$ cat src/rtl/doodle_pkg.sv
// Shared Doodle Fall screen constants, spawner FSM states and platform slot layout.
package doodle_pkg;

    localparam int HBP        = 325;
    localparam int VBP        = 31;
    localparam int VFP        = 511;
    localparam int PLAT_WIDTH = 75;
    localparam int HPOS_W     = 10;
    localparam int VPOS_W     = 10;
    localparam int SPAWN_GAP  = 120;
    localparam int STEP_INIT  = 1;
    localparam int STEP_MAX   = 4;
    localparam int STEP_W     = 4;

    typedef enum logic [1:0] {
        ST_IDLE   = 2'd0,
        ST_SCROLL = 2'd1,
        ST_RETIRE = 2'd2,
        ST_SPAWN  = 2'd3
    } spawn_state_t;

    typedef struct packed {
        logic              valid;
        logic [HPOS_W-1:0] hpos;
        logic [VPOS_W-1:0] vpos;
    } plat_slot_t;

endpackage

$ cat src/rtl/plat_slot_buf.sv
// Circular buffer of platform slots: scroll-all, retire-oldest and push commands,
// with the slots exposed as flat buses for the renderer and collision logic.
module plat_slot_buf
#(
    parameter int NUM_PLAT   = 4,
    parameter int SPAWN_VPOS = 31,
    localparam int PTR_W     = $clog2(NUM_PLAT)
)
(
    input  logic                  clk,
    input  logic                  rst,
    input  logic                  scroll_en,
    input  logic [3:0]            step,
    input  logic                  retire_head,
    input  logic                  push,
    input  logic [9:0]            push_hpos,
    output logic [PTR_W:0]        count,
    output logic [9:0]            head_vpos,
    output logic                  head_valid,
    output logic [NUM_PLAT-1:0]   plat_valid,
    output logic [10*NUM_PLAT-1:0] plat_hpos,
    output logic [10*NUM_PLAT-1:0] plat_vpos
);
    import doodle_pkg::*;

    plat_slot_t       slot_r [NUM_PLAT];
    logic [PTR_W-1:0] rd_ptr_r;
    logic [PTR_W-1:0] wr_ptr_r;
    logic [PTR_W:0]   count_r;

    // Slot storage, pointers and occupancy; a push in the same frame as a retire leaves count unchanged
    always_ff @(posedge clk or posedge rst) begin
        if (rst) begin
            for (int i = 0; i < NUM_PLAT; i++) begin
                slot_r[i] <= '0;
            end
            rd_ptr_r <= '0;
            wr_ptr_r <= '0;
            count_r  <= '0;
        end else begin
            if (scroll_en) begin
                for (int i = 0; i < NUM_PLAT; i++) begin
                    if (slot_r[i].valid) begin
                        slot_r[i].vpos <= slot_r[i].vpos + VPOS_W'(step);
                    end
                end
            end
            if (retire_head) begin
                slot_r[rd_ptr_r].valid <= 1'b0;
                rd_ptr_r               <= rd_ptr_r + PTR_W'(1);
            end
            if (push) begin
                slot_r[wr_ptr_r] <= '{valid: 1'b1, hpos: push_hpos, vpos: VPOS_W'(SPAWN_VPOS)};
                wr_ptr_r         <= wr_ptr_r + PTR_W'(1);
            end
            case ({push, retire_head})
                2'b10:   count_r <= count_r + (PTR_W+1)'(1);
                2'b01:   count_r <= count_r - (PTR_W+1)'(1);
                default: count_r <= count_r;
            endcase
        end
    end

    // Flatten slots onto the read buses
    always_comb begin
        plat_valid = '0;
        plat_hpos  = '0;
        plat_vpos  = '0;
        for (int i = 0; i < NUM_PLAT; i++) begin
            plat_valid[i]         = slot_r[i].valid;
            plat_hpos[10*i +: 10] = slot_r[i].hpos;
            plat_vpos[10*i +: 10] = slot_r[i].vpos;
        end
    end

    assign count      = count_r;
    assign head_vpos  = slot_r[rd_ptr_r].vpos;
    assign head_valid = slot_r[rd_ptr_r].valid;

endmodule

$ cat src/rtl/platform_spawner.sv
// Per-frame platform scroll / retire / spawn sequencer for Doodle Fall.
// Optional feature: define PLAT_SPEEDUP_EN to raise the scroll step every 16 spawns.
module platform_spawner
#(
    parameter int NUM_PLAT  = 4,
    parameter int VBP       = 31,
    parameter int VFP       = 511,
    parameter int SPAWN_GAP = 120,
    parameter int STEP_INIT = 1,
    parameter int STEP_MAX  = 4
)
(
    input  logic                   clk,
    input  logic                   rst,
    input  logic                   frame_tick,
    input  logic                   pause,
    input  logic [9:0]             rand_hpos,
    output logic [NUM_PLAT-1:0]    plat_valid,
    output logic [10*NUM_PLAT-1:0] plat_hpos,
    output logic [10*NUM_PLAT-1:0] plat_vpos,
    output logic                   spawn_pulse,
    output logic                   busy,
    output logic                   overflow,
    output logic                   missed_tick
);
    import doodle_pkg::*;

    localparam int PTR_W = $clog2(NUM_PLAT);
    localparam int GAP_W = $clog2(SPAWN_GAP + STEP_MAX + 1);

    spawn_state_t      state_r, state_s;
    logic [GAP_W-1:0]  gap_cnt_r, gap_sat_s;
    logic [GAP_W:0]    gap_sum_s;
    logic [STEP_W-1:0] step_r;
    logic [PTR_W:0]    count_s;
    logic [9:0]        head_vpos_s;
    logic              head_valid_s;
    logic              scroll_s, retire_s, push_s, drop_s, spawn_due_s;
    logic              spawn_pulse_r, busy_r, overflow_r, missed_tick_r;

    plat_slot_buf #(
        .NUM_PLAT   (NUM_PLAT),
        .SPAWN_VPOS (VBP)
    ) u_buf (
        .clk         (clk),
        .rst         (rst),
        .scroll_en   (scroll_s),
        .step        (step_r),
        .retire_head (retire_s),
        .push        (push_s),
        .push_hpos   (rand_hpos),
        .count       (count_s),
        .head_vpos   (head_vpos_s),
        .head_valid  (head_valid_s),
        .plat_valid  (plat_valid),
        .plat_hpos   (plat_hpos),
        .plat_vpos   (plat_vpos)
    );

    // Next state and the per-state buffer commands
    always_comb begin
        state_s     = state_r;
        scroll_s    = 1'b0;
        retire_s    = 1'b0;
        push_s      = 1'b0;
        drop_s      = 1'b0;
        spawn_due_s = (gap_cnt_r >= GAP_W'(SPAWN_GAP));
        case (state_r)
            ST_IDLE: begin
                if (frame_tick && !pause) begin
                    state_s = ST_SCROLL;
                end else begin
                    state_s = ST_IDLE;
                end
            end
            ST_SCROLL: begin
                scroll_s = 1'b1;
                state_s  = ST_RETIRE;
            end
            ST_RETIRE: begin
                state_s = ST_SPAWN;
                if (head_valid_s && (head_vpos_s >= 10'(VFP))) begin
                    retire_s = 1'b1;
                end else begin
                    retire_s = 1'b0;
                end
            end
            ST_SPAWN: begin
                state_s = ST_IDLE;
                if (spawn_due_s && (count_s < (PTR_W+1)'(NUM_PLAT))) begin
                    push_s = 1'b1;
                end else if (spawn_due_s) begin
                    drop_s = 1'b1;
                end else begin
                    push_s = 1'b0;
                end
            end
            default: state_s = ST_IDLE;
        endcase
    end

    // Gap counter advance, saturating so a long idle stretch still spawns only once
    always_comb begin
        gap_sum_s = {1'b0, gap_cnt_r} + (GAP_W+1)'(step_r);
        if (gap_sum_s > (GAP_W+1)'(SPAWN_GAP)) begin
            gap_sat_s = GAP_W'(SPAWN_GAP);
        end else begin
            gap_sat_s = gap_sum_s[GAP_W-1:0];
        end
    end

    // FSM register, gap counter, pulse/busy outputs and sticky flags
    always_ff @(posedge clk or posedge rst) begin
        if (rst) begin
            state_r       <= ST_IDLE;
            gap_cnt_r     <= GAP_W'(SPAWN_GAP);
            spawn_pulse_r <= 1'b0;
            busy_r        <= 1'b0;
            overflow_r    <= 1'b0;
            missed_tick_r <= 1'b0;
        end else begin
            state_r       <= state_s;
            spawn_pulse_r <= push_s;
            busy_r        <= (state_s != ST_IDLE);
            if (scroll_s) begin
                gap_cnt_r <= gap_sat_s;
            end else if (push_s || drop_s) begin
                gap_cnt_r <= '0;
            end
            if (drop_s) begin
                overflow_r <= 1'b1;
            end
            if (frame_tick && (state_r != ST_IDLE)) begin
                missed_tick_r <= 1'b1;
            end
        end
    end

`ifdef PLAT_SPEEDUP_EN
    logic [3:0] spawn_cnt_r;

    // Every 16th successful spawn bumps the scroll step up to the ceiling
    always_ff @(posedge clk or posedge rst) begin
        if (rst) begin
            spawn_cnt_r <= 4'd0;
            step_r      <= STEP_W'(STEP_INIT);
        end else if (push_s) begin
            spawn_cnt_r <= spawn_cnt_r + 4'd1;
            if ((spawn_cnt_r == 4'd15) && (step_r < STEP_W'(STEP_MAX))) begin
                step_r <= step_r + STEP_W'(1);
            end
        end
    end
`else
    // Fixed scroll speed
    always_ff @(posedge clk or posedge rst) begin
        if (rst) begin
            step_r <= STEP_W'(STEP_INIT);
        end else begin
            step_r <= STEP_W'(STEP_INIT);
        end
    end
`endif

    assign spawn_pulse = spawn_pulse_r;
    assign busy        = busy_r;
    assign overflow    = overflow_r;
    assign missed_tick = missed_tick_r;

endmodule
$ cat config.mk
export PLATFORM = sky130hd
export DESIGN_NAME = platform_spawner
export DESIGN_NICKNAME = d
export VERILOG_FILES = /design/src/rtl/doodle_pkg.sv /design/src/rtl/plat_slot_buf.sv /design/src/rtl/platform_spawner.sv
export SDC_FILE = /design/constraint.sdc
export NUM_CORES = 1
export LEC_CHECK = 0
export CAP_MARGIN = 20
export CORE_AREA = 10 10 142 92
export CTS_BUF_LIST = sky130_fd_sc_hd__clkbuf_2 sky130_fd_sc_hd__clkbuf_4 sky130_fd_sc_hd__clkbuf_8
export DETAILED_ROUTE_END_ITERATION = 6
export DIE_AREA = 0 0 152 102
export PLACE_DENSITY = 0.77
export SLEW_MARGIN = 0
export SYNTH_ARGS = -nofsm -noshare
export SYNTH_HDL_FRONTEND = slang
export SYNTH_SLANG_ARGS = --single-unit
$ cat constraint.sdc
create_clock -name clk -period 3.15 [get_ports clk]
set_input_delay 0.63 -clock clk [delete_from_list [all_inputs] [get_ports clk]]
set_output_delay 0.63 -clock clk [all_outputs]
set_load 0.03 [all_outputs]
==> run summary <==
Largest net degree at the start of global routing = 41
Area of the die = 0.01550 mm²
# hold bufs at CTS = 0
Total iterations of the first detailed-routing run = 6
Sequential-to-total area share from yosys stat = 0.5334
Die Span Y = 102 µm
Cells on Worst Hold Path = 2
R2r setup slk = 0.59 ns
CP max FO = 3
Maxcap violations = 0
Hold Crit Class = reg2reg
CTS tree = built
Synthesized cell area = 0.004888 mm²
Critical path class = reg2reg
Yosys Warn Count = 0
Syn_nets = 548
Setup Buffers After CTS = 0
Post-DRT Antenna Nets = 0
Layout cell share with drive strength beyond 1 = 0.07015
Fin util = 0.5995
Count of input and output buffers = 101
Area grow syn2layout = 27.26%
# diodes = 0
RR Endpoint = u_buf.count[2]$_DFFE_PP0P_
Clk_skew = 0.008728 ns
Critical Path Source Type = flip-flop
Worst Setup End Kind = flip-flop
First-pass GRT wire length = 21.61 mm
Total number of vias = 4008
CP Data Arrival Time = 2.87 ns
Final hold viol count = 0
I/O pin total = 102
Pre-CTS WS = 0.6280 ns
Clk sinks = 104
Initial Util = 0.4711
GRT Total Usage = 0.1730
Area of the multi-input gates = 0.002103 mm²
GRT overflow = 0
Setup slack after layout = 0.5852 ns
Drt wl/cell = 17.77 µm
DRC Markers = 0
Initial drt markers = 302
CTS buffer count = 9
CTS root buf = clkbuf_8
Min Tclk post-route = 2.565 ns
Initial antenna violation count = 0
Syn Area/Cell = 9.548 µm²
Final slew viol count = 0
Final setup fails = 0
Worst R2R Path Depth = 12
Vias in the first global route = 3991
Maximum vdd drop = 184.6 µV
Sequential Area = 0.002608 mm²
Hold endpoint = u_buf.plat_hpos[10]$_DFFE_PP0P_
Reg clk slew, reported paths = 0.10 ns
Total power = 2.646 mW
Fmax = 389.9 MHz
Maximum clock path buffer count = 2
Worst-Skew Late Latency = 0.38 ns
GPL Wtd Cong = 0.8949
Status = finished clean
RSZ-0062 raised after global routing = no
Vias per cell = 5.330
Leakage power = 2.795 nW
Wirelength, routed = 13.36 mm
Synth unique cells = 49
P per Cell Area = 425.3 mW/mm²
NumNets Final = 644
DIE WIDTH = 152 µm
Core Area = 0.01038 mm²
Critical R2R Launch = state_r[0]$_DFF_PP0_
Number of H-tree levels = 3
Worst EP required = 3.46 ns
Setup TNS = 0 ns
Detailed-placement wirelength estimate = 10.00 mm
Worst rel slew slack = 0.4789
Period utilisation layout = 0.8142
Worst-margin pin slew = 0.7801 ns
Layout filler cell count = 877
Post-synthesis register bit count = 104
Min-delay src = u_buf.plat_hpos[10]$_DFFE_PP0P_
Rows = 29
Syn Inst Count = 512
Post_cts resized = 0
## worst max-delay path, stage by stage (launching register included)
cell and delay [ns]:
dfrtp_1 0.42, inv_1 0.13, ha_1 0.16, inv_1 0.06, a2111o_1 0.33, a21oi_1 0.12, a32o_1 0.18, ha_1 0.20
inv_1 0.06, fa_1 0.39, xor2_1 0.16, nor2_1 0.13, xor2_1 0.17
## area by class of cell
| cell class | count | area share |
|---|---|---|
| repair buffers | 108 | 0.1730 |
| clock inverters | 5 | 0.009252 |
| inverters | 16 | 0.01026 |
| multi-input cells | 369 | 0.3381 |
| clock buffers | 11 | 0.02232 |
| well taps | 139 | 0.02796 |
| flip-flops and latches | 104 | 0.4191 |
## synth_stat cells, drive strengths merged
cell,number,share of area
and4bb,1,0.0026
mux2,1,0.0023
nor2,24,0.018
and4b,1,0.0023
dfstp,4,0.021
a31oi,10,0.013
nand2,162,0.12
o2111ai,1,0.0018
nand4,5,0.0064
a21boi,1,0.0015
xor2,22,0.039
and3,2,0.0026
buf,12,0.015
a21o,1,0.0015
nand3b,1,0.0015
xnor2,7,0.013
a21oi,14,0.014
a211o,1,0.0018
and3b,1,0.0018
nor4b,1,0.0049
and4,8,0.014
nor3b,1,0.0015
a2111o,1,0.0023
a211oi,1,0.0015
and2,6,0.0082
o211ai,1,0.0015
clkbuf,11,0.0095
or3,9,0.013
nor2b,1,0.0013
o21ai,19,0.019
or2,5,0.0064
a32o,2,0.0041
a31o,2,0.0036
inv,16,0.012
mux2i,3,0.0061
nor3,7,0.0072
a22oi,1,0.0026
and2b,1,0.0018
ha,21,0.054
dfrtp,100,0.51
a311oi,2,0.0036
fa,1,0.0041
nand3,21,0.021
## report_power, final
part | leakage (nW) | internal (mW) | total (mW) | switching (mW)
clock | 0.104 | 0.386 | 0.844 | 0.458
sequential | 1.21 | 1.39 | 1.46 | 0.0665
combinational | 1.48 | 0.136 | 0.345 | 0.209
total | 2.79 | 1.91 | 2.65 | 0.734
## stage by stage
stage | std cells | hold slack, ns | cell area (µm²)
2_1_floorplan | 512 | 0.4465 | 4892
3_3_place_gp | 736 | 0.4592 | 6025
3_5_place_dp | 736 | 0.4625 | 6025
4_1_cts | 752 | 0.4855 | 6221
5_1_grt | 752 | 0.4973 | 6221
6_report | 752 | 0.4792 | 6221
## cell families (layout without fill, tap and decap cells)
| family | after synthesis | after routing | share of synthesized area |
|---|---|---|---|
| fa+ha+maj | 22 | 22 | 0.05784 |
| compound gates | 57 | 57 | 0.07244 |
| xor+xnor | 29 | 29 | 0.05196 |
| flops | 104 | 104 | 0.5334 |
| simple gates | 257 | 257 | 0.2396 |
| mux | 4 | 4 | 0.008446 |
| buf+inv | 39 | 140 | 0.03634 |
## flip-flops by register name, indices dropped and copies added (netlist names)
register	cells
busy	1
gap_cnt_r	7
missed_tick	1
overflow	1
spawn_pulse	1
state_r	2
u_buf.count	3
u_buf.plat_hpos	40
u_buf.plat_valid	4
u_buf.plat_vpos	40
u_buf.rd_ptr_r	2
u_buf.wr_ptr_r	2
## how the worst max path moves through the flow
stage	slack, ns	endpoint	startpoint	cells past startpoint
final	0.59	u_buf.count[2]$_DFFE_PP0P_	state_r[0]$_DFF_PP0_	12
after global routing	0.39	u_buf.count[2]$_DFFE_PP0P_	state_r[0]$_DFF_PP0_	12
after CTS	0.57	u_buf.count[2]$_DFFE_PP0P_	state_r[0]$_DFF_PP0_	12
after detailed placement	0.63	u_buf.count[2]$_DFFE_PP0P_	state_r[0]$_DFF_PP0_	12
after global placement	0.77	u_buf.count[2]$_DFFE_PP0P_	state_r[0]$_DFF_PP0_	12
after floorplan	0.64	u_buf.count[2]$_DFFE_PP0P_	u_buf.plat_vpos[20]$_DFF_PP0_	11
## per-layer routing
layer | up-vias | part of all wire | wire, µm | GRT usage
met5 | - | 0 | 0 | 0
met2 | 155 | 0.42 | 5675 | 0.2590
li1 | 1880 | - | - | -
met3 | 13 | 0.10 | 1377 | 0.08054
met1 | 1960 | 0.47 | 6219 | 0.2236
met4 | 0 | 0.0066 | 88 | 0.04127
## cell usage in the layout (no fill, tap or decap), types with 5 or more instances in the layout
| master | netlist | final |
|---|---|---|
| nand2_1 | 162 | 162 |
| clkdlybuf4s50_1 | 0 | 101 |
| dfrtp_1 | 100 | 100 |
| nor2_1 | 24 | 24 |
| xor2_1 | 22 | 22 |
| nand3_1 | 21 | 21 |
| ha_1 | 21 | 21 |
| o21ai_0 | 19 | 19 |
| inv_1 | 15 | 14 |
| a21oi_1 | 14 | 14 |
| a31oi_1 | 10 | 10 |
| clkbuf_8 | 0 | 9 |
| and4_1 | 8 | 8 |
| or3_1 | 8 | 8 |
| nor3_1 | 7 | 7 |
| xnor2_1 | 7 | 7 |
| buf_4 | 2 | 6 |
| and2_1 | 5 | 5 |
| or2_2 | 5 | 5 |
| nand4_1 | 5 | 5 |
Power figures use the tool's default switching activity.
